**src/rtl/nrf_rx_controller.sv**
```systemverilog
// Receive-side sequencer for the nRF SPI datapath: polls STATUS, clears RX_DR, checks the RX FIFO,
// reads the payload width and burst-reads the payload, driving every datapath strobe.
module nrf_rx_controller #(
    parameter logic [7:0] CMD_NOP      = 8'hFF,
    parameter logic [7:0] CMD_W_STATUS = 8'h27,
    parameter logic [7:0] VAL_CLR_RXDR = 8'h40,
    parameter logic [7:0] CMD_R_FIFO   = 8'h17,
    parameter logic [7:0] CMD_R_PL_WID = 8'h60,
    parameter logic [7:0] CMD_R_PL     = 8'h61,
    parameter logic [7:0] DUMMY_BYTE   = 8'hFF,
    parameter int         CSN_GAP      = 2,
    parameter int         TIMEOUT      = 4096
) (
    input  logic       i_Clk,
    input  logic       i_Rst,
    input  logic       i_Enable,
    input  logic       i_TX_Ready,
    input  logic       i_RX_DV,
    input  logic       i_RX_DR_Set,
    input  logic       i_FIFO_Empty,
    input  logic       i_Eqz,
    input  logic       i_Done_Sleep,
    output logic [7:0] o_Data,
    output logic       o_SPI_Csn,
    output logic       o_Load_TX,
    output logic       o_TX_DV,
    output logic       o_Load_RX,
    output logic       o_Load_Data_Size,
    output logic       o_Incr_Count,
    output logic       o_Load_Mem,
    output logic       o_Latch_Output,
    output logic       o_Start_Sleep,
    output logic       o_Busy,
    output logic       o_Error,
    output logic [4:0] o_Dbg_State
);

    // Handshake: a byte is handed over only while i_TX_Ready is high (o_Load_TX then o_TX_DV,
    // one cycle each); the reply is accepted only on an i_RX_DV pulse seen in WAIT_RX.
    typedef enum logic [4:0] {
        S_IDLE, S_GAP, S_WAIT_RDY, S_LOAD, S_GO, S_WAIT_RX, S_CAP,
        S_CHK_DR, S_CHK_FIFO, S_SIZE, S_CHK_EQZ, S_STORE, S_LATCH,
        S_SLEEP, S_SLEEP_WAIT
    } state_t;

    typedef enum logic [2:0] {
        T_STAT, T_CLR, T_FIFO, T_WID, T_PL_CMD, T_PL_BYTE
    } txn_t;

    localparam int CNT_W = $clog2(TIMEOUT + CSN_GAP + 1);
    localparam logic [CNT_W-1:0] TMO_LAST = CNT_W'(TIMEOUT - 1);
    localparam logic [CNT_W-1:0] GAP_LAST = CNT_W'(CSN_GAP - 1);

    state_t           state;
    txn_t             txn;
    logic             byte_idx;
    logic [CNT_W-1:0] cnt;
    logic [7:0]       tx_byte;
    logic             last_byte;

    assign o_Dbg_State = state;

    // Byte to send and whether it closes the current transaction.
    always_comb begin
        tx_byte   = DUMMY_BYTE;
        last_byte = 1'b1;
        case (txn)
            T_STAT:    tx_byte = CMD_NOP;
            T_CLR: begin
                tx_byte   = byte_idx ? VAL_CLR_RXDR : CMD_W_STATUS;
                last_byte = byte_idx;
            end
            T_FIFO: begin
                tx_byte   = byte_idx ? DUMMY_BYTE : CMD_R_FIFO;
                last_byte = byte_idx;
            end
            T_WID: begin
                tx_byte   = byte_idx ? DUMMY_BYTE : CMD_R_PL_WID;
                last_byte = byte_idx;
            end
            T_PL_CMD:  tx_byte = CMD_R_PL;
            default:   tx_byte = DUMMY_BYTE;
        endcase
    end

    always_ff @(posedge i_Clk) begin
        if (i_Rst) begin
            state            <= S_IDLE;
            txn              <= T_STAT;
            byte_idx         <= 1'b0;
            cnt              <= '0;
            o_Data           <= 8'h00;
            o_SPI_Csn        <= 1'b1;
            o_Load_TX        <= 1'b0;
            o_TX_DV          <= 1'b0;
            o_Load_RX        <= 1'b0;
            o_Load_Data_Size <= 1'b0;
            o_Incr_Count     <= 1'b0;
            o_Load_Mem       <= 1'b0;
            o_Latch_Output   <= 1'b0;
            o_Start_Sleep    <= 1'b0;
            o_Busy           <= 1'b0;
            o_Error          <= 1'b0;
        end else begin
            o_Load_TX        <= 1'b0;
            o_TX_DV          <= 1'b0;
            o_Load_RX        <= 1'b0;
            o_Load_Data_Size <= 1'b0;
            o_Incr_Count     <= 1'b0;
            o_Load_Mem       <= 1'b0;
            o_Latch_Output   <= 1'b0;
            o_Start_Sleep    <= 1'b0;
            o_Error          <= 1'b0;
            cnt              <= '0;
            case (state)
                S_IDLE: begin
                    if (i_Enable) begin
                        state    <= S_GAP;
                        txn      <= T_STAT;
                        byte_idx <= 1'b0;
                        o_Busy   <= 1'b1;
                    end
                end
                S_GAP: begin
                    if (cnt == GAP_LAST) state <= S_WAIT_RDY;
                    else                 cnt   <= cnt + 1'b1;
                end
                S_WAIT_RDY: begin
                    if (i_TX_Ready) begin
                        state     <= S_LOAD;
                        o_Load_TX <= 1'b1;
                        o_Data    <= tx_byte;
                        o_SPI_Csn <= 1'b0;
                    end else if (cnt == TMO_LAST) begin
                        state         <= S_SLEEP;
                        o_Start_Sleep <= 1'b1;
                        o_Error       <= 1'b1;
                        o_SPI_Csn     <= 1'b1;
                        byte_idx      <= 1'b0;
                    end else begin
                        cnt <= cnt + 1'b1;
                    end
                end
                S_LOAD: begin
                    state   <= S_GO;
                    o_TX_DV <= 1'b1;
                end
                S_GO: state <= S_WAIT_RX;
                S_WAIT_RX: begin
                    if (i_RX_DV) begin
                        state     <= S_CAP;
                        o_Load_RX <= 1'b1;
                    end else if (cnt == TMO_LAST) begin
                        state         <= S_SLEEP;
                        o_Start_Sleep <= 1'b1;
                        o_Error       <= 1'b1;
                        o_SPI_Csn     <= 1'b1;
                        byte_idx      <= 1'b0;
                    end else begin
                        cnt <= cnt + 1'b1;
                    end
                end
                S_CAP: begin
                    if (!last_byte) begin
                        byte_idx <= 1'b1;
                        state    <= S_WAIT_RDY;
                    end else begin
                        byte_idx <= 1'b0;
                        case (txn)
                            T_STAT: begin
                                o_SPI_Csn <= 1'b1;
                                state     <= S_CHK_DR;
                            end
                            T_CLR: begin
                                o_SPI_Csn <= 1'b1;
                                txn       <= T_FIFO;
                                state     <= S_GAP;
                            end
                            T_FIFO: begin
                                o_SPI_Csn <= 1'b1;
                                state     <= S_CHK_FIFO;
                            end
                            T_WID: begin
                                o_SPI_Csn        <= 1'b1;
                                o_Load_Data_Size <= 1'b1;
                                state            <= S_SIZE;
                            end
                            T_PL_BYTE: begin
                                o_Incr_Count <= 1'b1;
                                o_Load_Mem   <= 1'b1;
                                state        <= S_STORE;
                            end
                            default: state <= S_CHK_EQZ;
                        endcase
                    end
                end
                S_CHK_DR: begin
                    if (!i_RX_DR_Set) begin
                        state         <= S_SLEEP;
                        o_Start_Sleep <= 1'b1;
                    end else begin
                        txn   <= T_CLR;
                        state <= S_GAP;
                    end
                end
                S_CHK_FIFO: begin
                    if (i_FIFO_Empty) begin
                        state         <= S_SLEEP;
                        o_Start_Sleep <= 1'b1;
                    end else begin
                        txn   <= T_WID;
                        state <= S_GAP;
                    end
                end
                S_SIZE: begin
                    txn   <= T_PL_CMD;
                    state <= S_GAP;
                end
                // Payload bytes keep CSN low; they reuse the byte sub-sequence without a gap.
                S_CHK_EQZ: begin
                    if (i_Eqz) begin
                        state          <= S_LATCH;
                        o_Latch_Output <= 1'b1;
                    end else begin
                        txn   <= T_PL_BYTE;
                        state <= S_WAIT_RDY;
                    end
                end
                S_STORE: state <= S_CHK_EQZ;
                S_LATCH: begin
                    o_SPI_Csn     <= 1'b1;
                    o_Start_Sleep <= 1'b1;
                    state         <= S_SLEEP;
                end
                S_SLEEP: state <= S_SLEEP_WAIT;
                S_SLEEP_WAIT: begin
                    if (i_Done_Sleep) begin
                        state  <= S_IDLE;
                        o_Busy <= 1'b0;
                    end
                end
                default: begin
                    state  <= S_IDLE;
                    o_Busy <= 1'b0;
                end
            endcase
        end
    end

endmodule
```
**config.mk**
```make
export PLATFORM = sky130hd
export DESIGN_NAME = nrf_rx_controller
export DESIGN_NICKNAME = d
export VERILOG_FILES = /design/src/rtl/nrf_rx_controller.sv
export SDC_FILE = /design/constraint.sdc
export NUM_CORES = 1
export LEC_CHECK = 0
export BUFFER_PORTS_ARGS = -buffer_cell sky130_fd_sc_hd__buf_2
export CAP_MARGIN = 20
export CELL_PAD_IN_SITES_DETAIL_PLACEMENT = 1
export CELL_PAD_IN_SITES_GLOBAL_PLACEMENT = 2
export CORE_UTILIZATION = 32
export DETAILED_ROUTE_END_ITERATION = 12
export PLACE_DENSITY_LB_ADDON = 0.1
export SLEW_MARGIN = 25
export SYNTH_ARGS = -nofsm -noshare
export SYNTH_HDL_FRONTEND = slang
export SYNTH_SLANG_ARGS = --single-unit
```
**constraint.sdc**
```tcl
create_clock -name i_Clk -period 2.5 [get_ports i_Clk]
set_input_delay 0.125 -clock i_Clk [delete_from_list [all_inputs] [get_ports i_Clk]]
set_output_delay 0.125 -clock i_Clk [all_outputs]
set_load 0.01 [all_outputs]
```
Word-level counts from Yosys, hierarchy flattened
Cells that the tools add are included.

operators by class
  bitwise gates (word level) = 6
  multiplexer cells = 57
  add/sub/neg operators = 1
  equal/unequal tests = 32
  reductions and logical operators = 18

operators by type and width
  operator                 count
  $pmux W5 S15             1
  $mux W13                 4
  $pmux W13 S3             1
  $eq A5 B4 Y1 const B     7
  $pmux W8 S4              1
  $mux W5                  6
  $mux W1                  24
  $ne A2 B2 Y1 const B     11
  $eq A5 B3 Y1 const B     4
  $pmux W4 S5              1
  $mux W3                  6
  $pmux W3 S6              1
  $mux W4                  4
  $mux W8                  2
  $add A13 B1 Y13 const B  1
  $eq A13 B1 Y1 const B    1
  $eq A13 B12 Y1 const B   1
  $reduce_or A13 Y1        1
  $eq A5 B2 Y1 const B     2
  $pmux W1 S4              2
  $reduce_and A4 Y1        2
  $reduce_bool A4 Y1       2
  $mux W7                  1
  $reduce_and A7 Y1        1
  other kinds (16)         27

storage, ports and cells
  word-level logic and storage cells = 129
  register bits after elaboration = 40

Longest topological paths before layout
  depth in word-level cells = 5
  gate-level depth with buffers = 8
  mapped depth without buffers = 6

Least setup slack after synthesis
OpenSTA, ideal clock, no wires.

  kind = register to register
  start point = reg state[0] (netlist: o_Dbg_State[0])
  end point = reg txn[2]
  required time = 2,429 ps
  period minus slack after synthesis = 1,810 ps
  cell stages (with the launch flop) = 6
  path slack = 690 ps
  arrival = 1,740 ps
  path through = dfxtp_1 -> buf_6 -> or4b_1 -> and3_4 -> or4_1 -> a21oi_1

on the way
  word-level cells in the longest chain between the ends = 3

RTL lines
  element                                                       RTL line  RTL
  from (decl)                                                   54        state_t state;
  from (signal assigned)                                        88        state <= S_IDLE;
  from (signal assigned)                                        118       state <= S_GAP;
  from (signal assigned)                                        125       if (cnt == GAP_LAST) state <= S_WAIT_RDY;
  $eq A5 B4 Y1 (tied with other cells)                          115       case (state)
  $reduce_bool A6 Y1 (no line) or $ne A2 B2 Y1 (tied branches)  --
  $reduce_and A7 Y1 (no line)                                   --
  to (signal assigned)                                          89        txn <= T_STAT;
  to (signal assigned)                                          119       txn <= T_STAT;
  to (signal assigned)                                          176       txn <= T_FIFO;
  to (decl)                                                     55        txn_t txn;

Parallel ways exist; a longest one is shown, timed or not.
A chain may end at the register's enable or synchronous reset.

Worst setup path after layout
  start point = reg state[1] (netlist: o_Dbg_State[1])
  end point = reg txn[2]

The elaborated chain is that of the path after synthesis.

==> results.ini <==
[yosys]
synth_adder_area_share_pct = 1.16
synthSimpleGateAreaFrac_pct = 30.2
synth.avg_cell_area_um2 = 7.67
synthXorXnorAreaFrac_pct = 5.69
yosysSeqAreaShare_pct = 35.3
synth_mux_area_share_pct = 1.97
synth_edf_count = 0
synthCells = 281
synth_top_family_by_area = simple AND/OR/NAND/NOR gates
synth-compound-area-share_pct = 18.3
synth_area_leaders = dfxtp_1 (35%), nor2_1 (7.0%), xor2_1 (4.5%), o21ai_0 (4.2%), nand2_1 (4.0%)
synth.distinct_cells = 51
synth_seq_cells = 38
ys_warn_count = 0
synthDominantCellAreaShare_pct = 35.3
synth_nets = 292
synth_area_leader_cell = dfxtp_1
ys.flop_type = dfxtp_1
synth_area_um2 = 2150
synth-async-reset-ratio_pct = 0

[job]
drv_cap = 0

[pwr]
cell_internal_pwr_uw = 854
seq_power_share_pct = 54.2
switchingPower_uw = 272
ir_worst_vdd_v = 0.000215
cellPowerDensity_nw_per_um2 = 455
p_leak_nw = 0.952
pwr-share-comb_pct = 6.1
p_clk_share_pct = 39.8
swShare_pct = 24.2

[setup_path]
startpoint_type = flip-flop
r2r_slack_ps = 410
r2r_end = txn[2]
cp.required_ps = 2720
r2r-start = o_Dbg_State[1]
reg2reg_depth = 5
path_max_fanout = 17
slowest_stage = dfxtp_1
worst_ep_arrival_time_ps = 2310
path_cells = mux2i_1, o32ai_1, nand3b_1, or4_1, a21oi_1
cpPeakStageDelay_ps = 720
worst_setup_path_end_kind = flip-flop
critPathKind = reg2reg

[global_routing]
overflow = 0
grt_pass1_wl_um = 10600
grt_pass1_vias = 2033
grt_usage_pct = 19.2
grt_antenna_before_repair = 0
grt_max_degree = 25

[die]
core_um2 = 6420
die_area_um2 = 7070
fp.dieW_um = 84.1
rows = 29
start_util_pct = 33.5
die_h_um = 84.1
ios = 33

[detailed_routing]
wl_um = 6230
drc = 4
drt_pass1_iterations = 8
routed-via-count = 2057
drt-vias-per-instance = 5.32
post_drt_wl_per_cell_um = 16.1
ant_nets = 0
drt-initial-drc-count = 82

[timing]
maxSlewHeadroom_pct = 58.5
finalSetupViolations = 0
skew_ps = 3.62
finalMaxSlewViolations = 0
min_period_ps = 2090
rsz0062_at_grt = false
fin_crit_sh_pct = 83.7
tightestPinTransition_ps = 621
max_freq_ghz = 0.478
setup_tns_ps = 0
hold_violations = 0

[cts]
cts_root_buf = clkbuf_8
cts.sinks = 38
hold_buffers = 0
path_clk_slew_ps = 80
cts_tree = yes
cts_buffer_depth = 2
htree_levels = 2
cts_resized = 0
post_cts_buffers = 0
clk_latency_ps = 290
cts_buffers = 5

[min_path]
hold_path.class = in2reg
min_from = i_Eqz
hold_depth = 3
whs_endpoint = o_Latch_Output

[placement]
place_hpwl_um = 4640
port_buffers = 32
routabilityCongestion = 0.769

[run_status]
violations = DRC
status = finished, violations left

[finish]
post-route-util_pct = 38.5
mostFrequentLayoutCells = nor2_1 (40), dfxtp_1 (38), buf_2 (32), nand2_1 (23), o21ai_0 (18)
fin_nets = 320
n_antenna_cell = 0
drive_above_1_share_pct = 19.4
synthToLayoutAreaGrowth_pct = 14.9
mostFrequentLayoutCell = nor2_1

==> synth_stat cells (4+ instances only) <==
library cell	number
nand2b_1	7
a31oi_1	5
a311oi_1	4
xor2_1	11
dfxtp_1	38
nand2_1	23
nor2b_1	6
nand3_1	14
nand4_1	5
nor4_1	5
nor3_1	9
o21ai_0	18
inv_1	7
nor2_1	40
a21oi_1	17
clkbuf_1	12
==> sequential cells by signal, indices dropped and copies added (netlist names) <==
register / flops
byte_idx: 1
cnt: 13
o_Busy: 1
o_Data: 6
o_Dbg_State: 5
o_Error: 1
o_Latch_Output: 1
o_Load_Data_Size: 1
o_Load_Mem: 1
o_Load_RX: 1
o_Load_TX: 1
o_SPI_Csn: 1
o_Start_Sleep: 1
o_TX_DV: 1
txn: 3
==> how the worst max path moves through the flow <==
stage	to	slack (ps)	cells past startpoint	from
final	txn[2]	410	5	o_Dbg_State[1]
after CTS	txn[2]	420	5	o_Dbg_State[1]
after global placement	txn[2]	530	4	o_Dbg_State[1]
after global routing	txn[2]	260	5	o_Dbg_State[1]
after floorplan	txn[2]	690	5	o_Dbg_State[0]
after detailed placement	txn[2]	450	5	o_Dbg_State[1]
==> routing by layer <==
layer / global-route usage (%) / share of wire, % / vias up
li1: - / - / 1044
met1: 26.8 / 50 / 971
met2: 30.1 / 45 / 36
met3: 3.17 / 3.3 / 6
met4: 5.80 / 1.2 / 0
met5: 0 / 0 / -
==> critical path, delay by kind of cell (launching register included) <==
kind	cells	cell delay [ps]
mux	1	260
compound gates	2	280
flops	1	720
simple gates	2	770
==> area by class of cell <==
class	count	area [um2]
Fill cell	820	3950
Multi-Input combinational cell	212	1240
Sequential cell	38	761
Timing Repair Buffer	45	258
Tap cell	77	96.3
Clock buffer	6	82.6
Inverter	7	26.3
Clock inverter	2	12.5
==> power groups by stage <==
stage                     Combinational, mW  Clock [mW]  Sequential (mW)
final                                0.0682       0.448            0.610
after global routing                 0.0745       0.499            0.611
after global placement               0.0683           0            0.625
after CTS                            0.0688       0.472            0.610
after floorplan                      0.0380           0            0.625
after detailed placement             0.0685           0            0.625
==> stage by stage <==
| stage | worst slack (ps) | total power [mW] | hold slack, ps | area [um2] | cells |
|---|---|---|---|---|---|
| floorplan | 690 | 0.663 | 243 | 2150 | 281 |
| CTS | 418 | 1.15 | 81.1 | 2470 | 387 |
| finish | 408 | 1.13 | 90.9 | 2470 | 387 |
| global route | 265 | 1.18 | 105 | 2470 | 387 |
| detailed placement | 448 | 0.693 | 392 | 2380 | 379 |
| global placement | 530 | 0.693 | 392 | 2380 | 379 |
==> kinds of logic (layout without fill, tap and decap cells) <==
| group | Yosys count | count (layout) |
|---|---|---|
| AND/OR/NAND/NOR | 128 | 128 |
| AO/OA/AOI/OAI | 63 | 63 |
| flip-flops | 38 | 38 |
| buffers and inverters | 31 | 60 |
| XOR/XNOR | 14 | 14 |
| multiplexers | 4 | 4 |
| adder cells (fa/ha/maj) | 2 | 2 |
| other | 1 | 1 |
(Power assumes the default switching activity.)
